## src/rtl/uart_core.sv

```systemverilog
// 8N1 UART with TX/RX byte FIFOs and a small register file (data, status, int-enable, divisor).
// The serial timing is clocked from clk. A divisor value below 4 is treated as 4.

module uart_fifo #(
    parameter int DEPTH = 4,
    parameter int AW    = $clog2(DEPTH)
) (
    input  logic       clk,
    input  logic       reset,
    input  logic       push,
    input  logic       pop,
    input  logic [7:0] wdata,
    output logic [7:0] rdata,
    output logic       full,
    output logic       empty
);
    logic [7:0]    mem_q [DEPTH];
    logic [AW-1:0] wr_ptr_q, wr_ptr_d, rd_ptr_q, rd_ptr_d;
    logic [AW:0]   cnt_q, cnt_d;
    logic          do_push, do_pop;

    assign empty   = (cnt_q == '0);
    assign full    = (cnt_q == (AW+1)'(DEPTH));
    assign do_pop  = pop && !empty;
    // A full FIFO still accepts a push in the same cycle that it pops.
    assign do_push = push && (!full || do_pop);
    assign rdata   = mem_q[rd_ptr_q];

    always_comb begin
        wr_ptr_d = wr_ptr_q;
        rd_ptr_d = rd_ptr_q;
        cnt_d    = cnt_q;
        if (do_push) wr_ptr_d = wr_ptr_q + AW'(1);
        if (do_pop)  rd_ptr_d = rd_ptr_q + AW'(1);
        case ({do_push, do_pop})
            2'b10:   cnt_d = cnt_q + (AW+1)'(1);
            2'b01:   cnt_d = cnt_q - (AW+1)'(1);
            default: cnt_d = cnt_q;
        endcase
    end

    always_ff @(posedge clk or negedge reset) begin
        if (!reset) begin
            wr_ptr_q <= '0;
            rd_ptr_q <= '0;
            cnt_q    <= '0;
        end else begin
            wr_ptr_q <= wr_ptr_d;
            rd_ptr_q <= rd_ptr_d;
            cnt_q    <= cnt_d;
        end
    end

    always_ff @(posedge clk) begin
        if (do_push) mem_q[wr_ptr_q] <= wdata;
    end
endmodule

module uart_core #(
    parameter int          FIFO_DEPTH = 4,
    parameter logic [15:0] DIV_RESET  = 16'd434
) (
    input  logic        clk,
    input  logic        reset,
    input  logic        io_write,
    input  logic        io_read,
    input  logic [3:0]  io_addr,
    input  logic [15:0] io_wdata,
    output logic [15:0] io_rdata,
    input  logic        rx,
    output logic        tx,
    output logic        uart_intr
);
    typedef enum logic [1:0] {S_IDLE, S_START, S_DATA, S_STOP} state_t;

    logic [15:0] div_q, div_d, div_eff;
    logic [1:0]  int_en_q, int_en_d;
    logic        overrun_q, overrun_d;

    logic        tx_push, tx_pop, tx_full, tx_empty, tx_busy, tx_bit_end;
    logic [7:0]  tx_head;
    logic        rx_pop, rx_full, rx_empty;
    logic [7:0]  rx_head;

    state_t      tx_state_q;
    logic [15:0] tx_cnt_q, tx_div_q;
    logic [2:0]  tx_bit_q;
    logic [7:0]  tx_shift_q;
    logic        tx_q;

    state_t      rx_state_q;
    logic [15:0] rx_cnt_q, rx_div_q;
    logic [2:0]  rx_bit_q;
    logic [7:0]  rx_shift_q;
    logic        rx_push_q;
    logic        rx_meta_q, rx_sync_q, rx_prev_q;

    assign div_eff   = (div_q < 16'd4) ? 16'd4 : div_q;
    assign tx_push   = io_write && (io_addr == 4'd0);
    assign rx_pop    = io_read && (io_addr == 4'd0);
    assign tx_busy   = (tx_state_q != S_IDLE);
    assign tx        = tx_q;
    assign uart_intr = (int_en_q[0] && !rx_empty) || (int_en_q[1] && tx_empty);

    uart_fifo #(.DEPTH(FIFO_DEPTH)) u_tx_fifo (
        .clk(clk), .reset(reset), .push(tx_push), .pop(tx_pop),
        .wdata(io_wdata[7:0]), .rdata(tx_head), .full(tx_full), .empty(tx_empty)
    );

    uart_fifo #(.DEPTH(FIFO_DEPTH)) u_rx_fifo (
        .clk(clk), .reset(reset), .push(rx_push_q), .pop(rx_pop),
        .wdata(rx_shift_q), .rdata(rx_head), .full(rx_full), .empty(rx_empty)
    );

    always_comb begin
        case (io_addr)
            4'd0:    io_rdata = rx_empty ? 16'h0 : {8'h0, rx_head};
            4'd1:    io_rdata = {10'h0, overrun_q, tx_busy, tx_full, tx_empty, rx_full, !rx_empty};
            4'd2:    io_rdata = {14'h0, int_en_q};
            4'd3:    io_rdata = div_q;
            default: io_rdata = 16'h0;
        endcase
    end

    always_comb begin
        div_d     = div_q;
        int_en_d  = int_en_q;
        overrun_d = overrun_q;
        if (io_write) begin
            case (io_addr)
                4'd1:    if (io_wdata[5]) overrun_d = 1'b0;
                4'd2:    int_en_d = io_wdata[1:0];
                4'd3:    div_d = io_wdata;
                default: ;
            endcase
        end
        if (rx_push_q && rx_full && !rx_pop) overrun_d = 1'b1;
    end

    always_ff @(posedge clk or negedge reset) begin
        if (!reset) begin
            div_q     <= DIV_RESET;
            int_en_q  <= 2'b00;
            overrun_q <= 1'b0;
        end else begin
            div_q     <= div_d;
            int_en_q  <= int_en_d;
            overrun_q <= overrun_d;
        end
    end

    // Each bit latches the current divisor, so divisor writes land on bit boundaries.
    assign tx_bit_end = (tx_cnt_q == tx_div_q - 16'd1);
    assign tx_pop     = !tx_empty &&
                        ((tx_state_q == S_IDLE) || ((tx_state_q == S_STOP) && tx_bit_end));

    always_ff @(posedge clk or negedge reset) begin
        if (!reset) begin
            tx_state_q <= S_IDLE;
            tx_cnt_q   <= 16'd0;
            tx_div_q   <= 16'd4;
            tx_bit_q   <= 3'd0;
            tx_shift_q <= 8'h00;
            tx_q       <= 1'b1;
        end else if (tx_state_q == S_IDLE) begin
            if (!tx_empty) begin
                tx_state_q <= S_START;
                tx_shift_q <= tx_head;
                tx_cnt_q   <= 16'd0;
                tx_div_q   <= div_eff;
                tx_q       <= 1'b0;
            end
        end else if (!tx_bit_end) begin
            tx_cnt_q <= tx_cnt_q + 16'd1;
        end else begin
            tx_cnt_q <= 16'd0;
            tx_div_q <= div_eff;
            case (tx_state_q)
                S_START: begin
                    tx_state_q <= S_DATA;
                    tx_bit_q   <= 3'd0;
                    tx_q       <= tx_shift_q[0];
                    tx_shift_q <= {1'b0, tx_shift_q[7:1]};
                end
                S_DATA: begin
                    if (tx_bit_q == 3'd7) begin
                        tx_state_q <= S_STOP;
                        tx_q       <= 1'b1;
                    end else begin
                        tx_bit_q   <= tx_bit_q + 3'd1;
                        tx_q       <= tx_shift_q[0];
                        tx_shift_q <= {1'b0, tx_shift_q[7:1]};
                    end
                end
                default: begin
                    if (!tx_empty) begin
                        tx_state_q <= S_START;
                        tx_shift_q <= tx_head;
                        tx_q       <= 1'b0;
                    end else begin
                        tx_state_q <= S_IDLE;
                    end
                end
            endcase
        end
    end

    always_ff @(posedge clk or negedge reset) begin
        if (!reset) begin
            rx_meta_q <= 1'b1;
            rx_sync_q <= 1'b1;
            rx_prev_q <= 1'b1;
        end else begin
            rx_meta_q <= rx;
            rx_sync_q <= rx_meta_q;
            rx_prev_q <= rx_sync_q;
        end
    end

    // START samples at half a bit; later samples fall mid-bit, one divisor apart.
    always_ff @(posedge clk or negedge reset) begin
        if (!reset) begin
            rx_state_q <= S_IDLE;
            rx_cnt_q   <= 16'd0;
            rx_div_q   <= 16'd4;
            rx_bit_q   <= 3'd0;
            rx_shift_q <= 8'h00;
            rx_push_q  <= 1'b0;
        end else begin
            rx_push_q <= 1'b0;
            case (rx_state_q)
                S_IDLE: begin
                    if (rx_prev_q && !rx_sync_q) begin
                        rx_state_q <= S_START;
                        rx_cnt_q   <= 16'd0;
                        rx_div_q   <= div_eff;
                    end
                end
                S_START: begin
                    if (rx_cnt_q == (rx_div_q >> 1) - 16'd1) begin
                        rx_cnt_q   <= 16'd0;
                        rx_div_q   <= div_eff;
                        rx_bit_q   <= 3'd0;
                        rx_state_q <= rx_sync_q ? S_IDLE : S_DATA;
                    end else begin
                        rx_cnt_q <= rx_cnt_q + 16'd1;
                    end
                end
                S_DATA: begin
                    if (rx_cnt_q == rx_div_q - 16'd1) begin
                        rx_cnt_q   <= 16'd0;
                        rx_div_q   <= div_eff;
                        rx_shift_q <= {rx_sync_q, rx_shift_q[7:1]};
                        if (rx_bit_q == 3'd7) rx_state_q <= S_STOP;
                        else                  rx_bit_q   <= rx_bit_q + 3'd1;
                    end else begin
                        rx_cnt_q <= rx_cnt_q + 16'd1;
                    end
                end
                default: begin
                    if (rx_cnt_q == rx_div_q - 16'd1) begin
                        rx_cnt_q   <= 16'd0;
                        rx_push_q  <= rx_sync_q;
                        rx_state_q <= S_IDLE;
                    end else begin
                        rx_cnt_q <= rx_cnt_q + 16'd1;
                    end
                end
            endcase
        end
    end
endmodule
```

## config.mk

```make
export PLATFORM = sky130hd
export DESIGN_NAME = uart_core
export DESIGN_NICKNAME = d
export VERILOG_FILES = /design/src/rtl/uart_core.sv
export SDC_FILE = /design/constraint.sdc
export NUM_CORES = 1
export LEC_CHECK = 0
export CAP_MARGIN = 20
export CORE_MARGIN = 4
export CORE_UTILIZATION = 50
export CTS_BUF_LIST = sky130_fd_sc_hd__clkbuf_8
export DETAILED_ROUTE_END_ITERATION = 12
export GPL_TIMING_DRIVEN = 0
export PLACE_DENSITY = 0.65
export SLEW_MARGIN = 20
export SYNTH_ARGS = -nofsm -noshare
export SYNTH_HDL_FRONTEND = slang
export SYNTH_HIERARCHICAL = 1
export SYNTH_SLANG_ARGS = --single-unit
export TNS_END_PERCENT = 20
```

## constraint.sdc

```tcl
create_clock -name clk -period 6 [get_ports clk]
set_clock_uncertainty 0.2 [all_clocks]
set_input_delay 1.2 -clock clk [delete_from_list [all_inputs] [get_ports clk]]
set_output_delay 1.2 -clock clk [all_outputs]
set_load 0.05 [all_outputs]
```

==> results of run 1 <==
==> sequential cells by signal (all words and copies together), names as in the netlist, 2 cells and up <==
signal / count
u_tx_fifo/rd_ptr_q: 2
rx_state_q: 2
tx_cnt_q: 16
rx_cnt_q: 16
u_tx_fifo/cnt_q: 3
rx_shift_q: 8
u_rx_fifo/mem_q: 32
tx_div_q: 16
u_tx_fifo/mem_q: 32
div_q: 16
tx_shift_q: 8
tx_bit_q: 3
u_rx_fifo/wr_ptr_q: 2
u_rx_fifo/rd_ptr_q: 2
u_tx_fifo/wr_ptr_q: 2
u_rx_fifo/cnt_q: 3
rx_bit_q: 3
tx_state_q: 2
int_en_q: 2
rx_div_q: 16
==> final timing paths <==
kind | start | end | slack, ns | cells past startpoint
setup / recovery | io_addr[3] | io_rdata[5] | 0.67 | 7
setup reg to reg | tx_div_q[3]$_DFFE_PN0P_ | u_tx_fifo/cnt_q[2]$_DFFE_PN0P_ | 1.29 | 15
max in group asynchronous | reset | rx_meta_q$_DFF_PN1_ | 4.38 | 2
min in group asynchronous | reset | tx_shift_q[3]$_DFFE_PN0P_ | 0.47 | 1
hold reg to reg | rx_meta_q$_DFF_PN1_ | rx_sync_q$_DFF_PN1_ | 0.17 | 0
hold / removal | rx_meta_q$_DFF_PN1_ | rx_sync_q$_DFF_PN1_ | 0.17 | 0
==> worst max-delay path, delay by kind of cell <==
kind,cells,cell delay (ns)
compound gates,1,0.19
buf+inv,3,1.45
simple gates,3,1.08
==> metrics by stage <==
step                      utilization (%)  instance area, sq um  total power [mW]
after floorplan                         -                 10500              3.51
after global placement               54.9                 11200              3.95
after detailed placement             55.0                 11200              3.99
after CTS                            57.1                 11700              4.90
after global routing                 57.1                 11700              5.23
final                                57.1                 11700              4.86
==> routing by layer <==
layer	part of all wire (%)	routed length [um]
met1	47	10100
met2	49	10500
met3	3.0	659
met4	1.8	380
met5	0	0
==> logic make-up (layout without fill, tap and decap cells) <==
family / count (synthesis) / after routing / share of synthesized area, %
xor gates and xnor gates: 71 / 71 / 5.94
DFF: 192 / 192 / 49.1
and+or+nand+nor: 290 / 290 / 15.5
adders and majority gates: 24 / 24 / 3.01
AOI/OAI and AO/OA: 152 / 152 / 10.7
buffers and inverters: 98 / 172 / 4.01
muxes: 90 / 90 / 11.7
==> cell usage in the layout, fill, tap and decap left out, types with 22 or more instances in the layout <==
cell and count:
mux2_2 54, edfxtp_1 64, dfrtp_1 117, nand3_1 23, nand2_1 46, clkbuf_1 39
ha_1 22, inv_1 40, clkdlybuf4s50_1 40, xnor2_1 50, o21ai_0 25, nand2b_1 24
nor2_1 51
==> cell type report <==
cell class	count	area, sq um	area share [%]
Clock inverter	14	170	1.46
Inverter	39	146	1.25
Timing Repair Buffer	42	443	3.80
Tap cell	270	338	2.89
Clock buffer	18	248	2.12
Sequential cell	192	5140	44.0
Multi-Input combinational cell	627	4910	42.1
Buffer	59	273	2.34
==> power by group through the flow <==
stage | Combinational (mW) | Sequential (mW) | Clock [mW]
final | 2.12 | 1.85 | 0.887
after global routing | 2.35 | 1.90 | 0.972
after CTS | 2.12 | 1.85 | 0.919
after detailed placement | 2.12 | 1.88 | 0
after global placement | 2.08 | 1.87 | 0
after floorplan | 1.71 | 1.80 | 0
==> run metrics, run 1 <==
Peak VDD IR=roughly 0.24 mV; final hold vios=0; routability cong.=0.839; clock sinks=192; worst path cell trace=clkdlybuf4s50_1 -> or2_2 -> clkbuf_1 -> nor4_1 -> a22oi_1 -> nor2_1 -> clkdlybuf4s50_1; Non-Filler Instances=1261; commonest cells in the netlist=dfrtp_1, edfxtp_1, mux2_2; max_cap viols=0; crit path kind=in -> out; first-pass GRT wire length=between 30000 and 40000 um; outcome=complete, no violations; gr busiest metal=met2; FF+latch count, synth=192; number of DRC markers in iteration 0=432; maximum fanout along the worst path=8; Int Pwr=between 2 and 3 mW; CTS max path bufs=2; fin nets=just over 1k; Final Slew Violations=0; clk slew on worst S/H paths=approximately 0.10 ns; Final period util=between 80 and 90%; DRT Wirelength=approximately 22000 um; # resized after CTS=0; largest net degree at the start of global routing=77; Final setup viols=0; syn nets=between 900 and 1k; drt pass-1 iters=5; CP Capture Type=output port; htree depth=4; synthesized area=approximately 10000 sq um; CTS Hold Bufs=0; Synth top area share=approximately 28%; initial core utilization=51.2%; Fmax=188 MHz; vias in the first global route=7045; routed len/inst=17.2 um; Core Region=approximately 20000 sq um; most frequent cell on the critical path=clkdlybuf4s50_1; I/O Pins=43; top cells by area, synth=dfrtp_1, edfxtp_1, mux2_2; DIE HEIGHT=approximately 150 um; switching power share of the total=38.9%; post-synthesis sequential area ratio=49.1%; Syn. warnings=6; leakage dissipation=4.72 nW; share of cells above drive strength 1=16.5%; NetSw=roughly 1.9 mW; RSZ-0062 raised after global routing=false; Clock Power Share=approximately 18%; dpl hpwl=~16000 um; FILL cells=1764; post-CTS setup buffer count=0; GR Layer Usage met3=3.27%; Root Buffer=clkbuf_8; distinct cell type count after synthesis=90; ys async rst share=66.7%; vias=approximately 7k; Logic pwr share=43.7%; placed instance count=approximately 1.2k; Synth Area per Inst=11.4 sq um; slowest CP cell=clkdlybuf4s50_1; setup ws final=~0.67 ns; crit start category=primary input; biggest cell delay along the critical path=0.83 ns; Total Neg Setup Slack=0 ns; EDFF count, synth=64; Hold Path Class=reg -> reg; Ant. Diodes=0; clock period minus final worst setup slack=5.33 ns; Die X-Extent=about 150 um; Detail Route Antenna Nets=0; std cell rows=52; met2 GRT Util=about a third; antenna violations before repair=0; Min Hold Slack=roughly 0.17 ns; pwr dens=between 400 and 500 nW/um^2; worst rel slew slack=35.1%; Worst Path Arrival=3.93 ns; power share of the sequential group=38.1%; met1 usage=26.2%; area growth from synthesis to layout=11.5%; Post-synth top flop=dfrtp_1; largest area contributor in the netlist=dfrtp_1; measured slew at the worst slew-check pin=0.965 ns; total die area=approximately 23000 sq um; Num CTS Buffers=17; Buffers on Ports=a little over 40; Via density=roughly 5.6; Mapped Cells=917; most frequent cell after synthesis=dfrtp_1; worst path required time=between 4 and 5 ns; DRC viols=0; GRT overflow=0; gr usage total=19.2%; clk_lat worst skew=0.47 ns; Setup WS pre-CTS=0.620 ns; TritonCTS clock tree=done
(Power assumes the default switching activity.)
==> run 2, diff against run 1 <==
--- a/config.mk
+++ b/config.mk
@@ -11,7 +11,7 @@
 export CTS_BUF_LIST = sky130_fd_sc_hd__clkbuf_8
 export DETAILED_ROUTE_END_ITERATION = 12
 export GPL_TIMING_DRIVEN = 0
-export PLACE_DENSITY = 0.65
+export PLACE_DENSITY = 0.68
 export SLEW_MARGIN = 20
 export SYNTH_ARGS = -nofsm -noshare
 export SYNTH_HDL_FRONTEND = slang
==> run 2 against run 1 <==
Sequential share of layout area up 0.23 points. Power shrank 1.9%. Register-to-register slack improved by 0.03 ns. Via count increased by 0.29%. Count of clock-buffer cells in the layout shrank 1. Clock power down 10%.
==> run metrics, run 2 (synthesis results as in run 1) <==
share of cells above drive strength 1=16.2%; routed len/inst=17.1 um; I/O Pins=43; Final setup viols=0; dpl hpwl=15500 um; maximum fanout along the worst path=8; met2 GRT Util=31.5%; gr busiest metal=met2; DIE HEIGHT=153 um; TritonCTS clock tree=done; met1 usage=about a quarter; Detail Route Antenna Nets=0; max_cap viols=0; Clock Power Share=16.7%; Logic pwr share=~45%; power share of the sequential group=about two fifths; Regs by FF count=u_rx_fifo/mem_q x32, u_tx_fifo/mem_q x32; total power=4.77 mW; Root Buffer=clkbuf_8; area growth from synthesis to layout=10.9%; CP Capture Type=output port; pwr dens=411 nW/um^2; NetSw=1.87 mW; RSZ-0062 raised after global routing=false; commonest non-fill, non-tap cell in the layout=dfrtp_1; crit start category=primary input; DRC viols=0; Via density=~5.7; clk_lat worst skew=about 0.46 ns; vias=7145; largest net degree at the start of global routing=95; worst rel slew slack=38.5%; outcome=complete, no violations; placed instance count=~1.2k; Worst Path Arrival=3.93 ns; Cell Area, Placed=11200 sq um; Hold Path Class=reg -> reg; vias in the first global route=6966; Int Pwr=2.90 mW; Peak VDD IR=roughly 0.21 mV; # resized after CTS=0; Die X-Extent=153 um; Design Area, Final=about 12000 sq um; measured slew at the worst slew-check pin=between 0.9 and 1 ns; Non-Filler Instances=1261; CTS Hold Bufs=0; post-CTS setup buffer count=0; number of DRC markers in iteration 0=~500; FILL cells=1784; Storage cell area=5140 sq um; Min Hold Slack=approximately 0.16 ns; htree depth=4; Final Slew Violations=0; gr usage total=18.9%; drt pass-1 iters=5; fin nets=1027; crit path kind=in -> out; commonest non-fill, non-tap cells in the layout=dfrtp_1, edfxtp_1, mux2_2; clock period minus final worst setup slack=5.33 ns; total die area=around 23000 sq um; Ant. Diodes=0; leakage dissipation=4.69 nW; final hold vios=0; Num CTS Buffers=17; footprint of the multi-input gates=4910 sq um; switching power share of the total=39.2%; Buffers on Ports=41; std cell rows=52; clock sinks=192; Fmax=roughly 190 MHz; Core Region=around 20000 sq um; antenna violations before repair=0; GR Layer Usage met3=under 10%; CTS max path bufs=2; DRT Wirelength=between 20000 and 25000 um; worst path required time=4.60 ns; initial core utilization=51.2%; first-pass GRT wire length=36200 um; Final period util=approximately nine tenths; clk slew on worst S/H paths=0.09 ns; GRT overflow=0; routability cong.=approximately 0.85
==> run 2: cell types whose count changed in the layout (fill, tap and decap cells not counted), sizes merged <==
cell	previous run	this run
bufinv	2	1
clkbuf	58	57
clkinv	3	4
clkinvlp	0	2
inv	48	47
==> run 2: routing by layer <==
| metal | share of wire, % | vias up |
|---|---|---|
| li1 | - | 3467 |
| met1 | 47 | 3559 |
| met2 | 50 | 104 |
| met3 | 2.9 | 15 |
| met4 | 0.76 | 0 |
| met5 | 0 | - |
==> run 2: power by group through the flow <==
stage                     combinational [mW]  sequential (mW)  clock, mW
after floorplan                         1.71             1.80          0
after global placement                  2.08             1.87          0
after detailed placement                2.11             1.88          0
after CTS                               2.12             1.85      0.818
after global routing                    2.35             1.89      0.875
final                                   2.13             1.85      0.795
==> run 2: worst paths after layout <==
check | cells after the start | endpoint | slack [ns] | start
min | 0 | rx_sync_q$_DFF_PN1_ | 0.16 | rx_meta_q$_DFF_PN1_
max reg2reg | 16 | u_tx_fifo/cnt_q[2]$_DFFE_PN0P_ | 1.32 | tx_div_q[3]$_DFFE_PN0P_
max | 7 | io_rdata[5] | 0.67 | io_addr[3]
max in group asynchronous | 2 | div_q[7]$_DFFE_PN1P_ | 4.43 | reset
min reg2reg | 0 | rx_sync_q$_DFF_PN1_ | 0.16 | rx_meta_q$_DFF_PN1_
min in group asynchronous | 1 | tx_shift_q[2]$_DFFE_PN0P_ | 0.38 | reset
==> run 2: per-stage QoR <==
| stage | utilization (%) | setup TNS, ns | setup slack [ns] |
|---|---|---|---|
| 2_1_floorplan | - | 0 | 1.68 |
| 3_3_place_gp | 54.9 | -215.05 | -1.84 |
| 3_5_place_dp | 55.0 | 0 | 0.641 |
| 4_1_cts | 56.8 | 0 | 0.648 |
| 5_1_grt | 56.8 | 0 | 0.455 |
| 6_report | 56.8 | 0 | 0.673 |
==> run 2: area by class of cell <==
type                    instances  share of cell area [%]
plain buffers                  59                    2.35
repair buffers                 42                    3.82
clock buffers                  17                    2.02
multi-input cells             627                    42.3
inverters                      39                    1.26
flip-flops and latches        192                    44.3
well taps                     270                    2.91
clock inverters                15                    1.06
==> run 2: critical path, cell delays in order <==
cell and delay (ns):
clkdlybuf4s50_1 0.42, or2_2 0.29, clkbuf_1 0.21, nor4_1 0.63
a22oi_1 0.23, nor2_1 0.13, clkdlybuf4s50_1 0.81
==> run 3, diff against run 2 <==
==> constraint.sdc (replaced) <==
create_clock -name clk -period 5.6 [get_ports clk]
set_clock_uncertainty 0.2 [all_clocks]
set_input_delay 1.12 -clock clk [delete_from_list [all_inputs] [get_ports clk]]
set_output_delay 1.12 -clock clk [all_outputs]
set_load 0.05 [all_outputs]
==> results of run 3 <==
Same layout as run 2 (identical final DEF). Status: complete, no violations.
Among the figures that moved: setup slack after placement 0.641 ns -> 0.401 ns; setup slack after layout 0.673 ns -> 0.433 ns; register-to-register setup slack 1.32 ns -> 0.92 ns; total power 4.77 mW -> 5.11 mW; worst IR drop on VDD 0.209 mV -> 0.224 mV
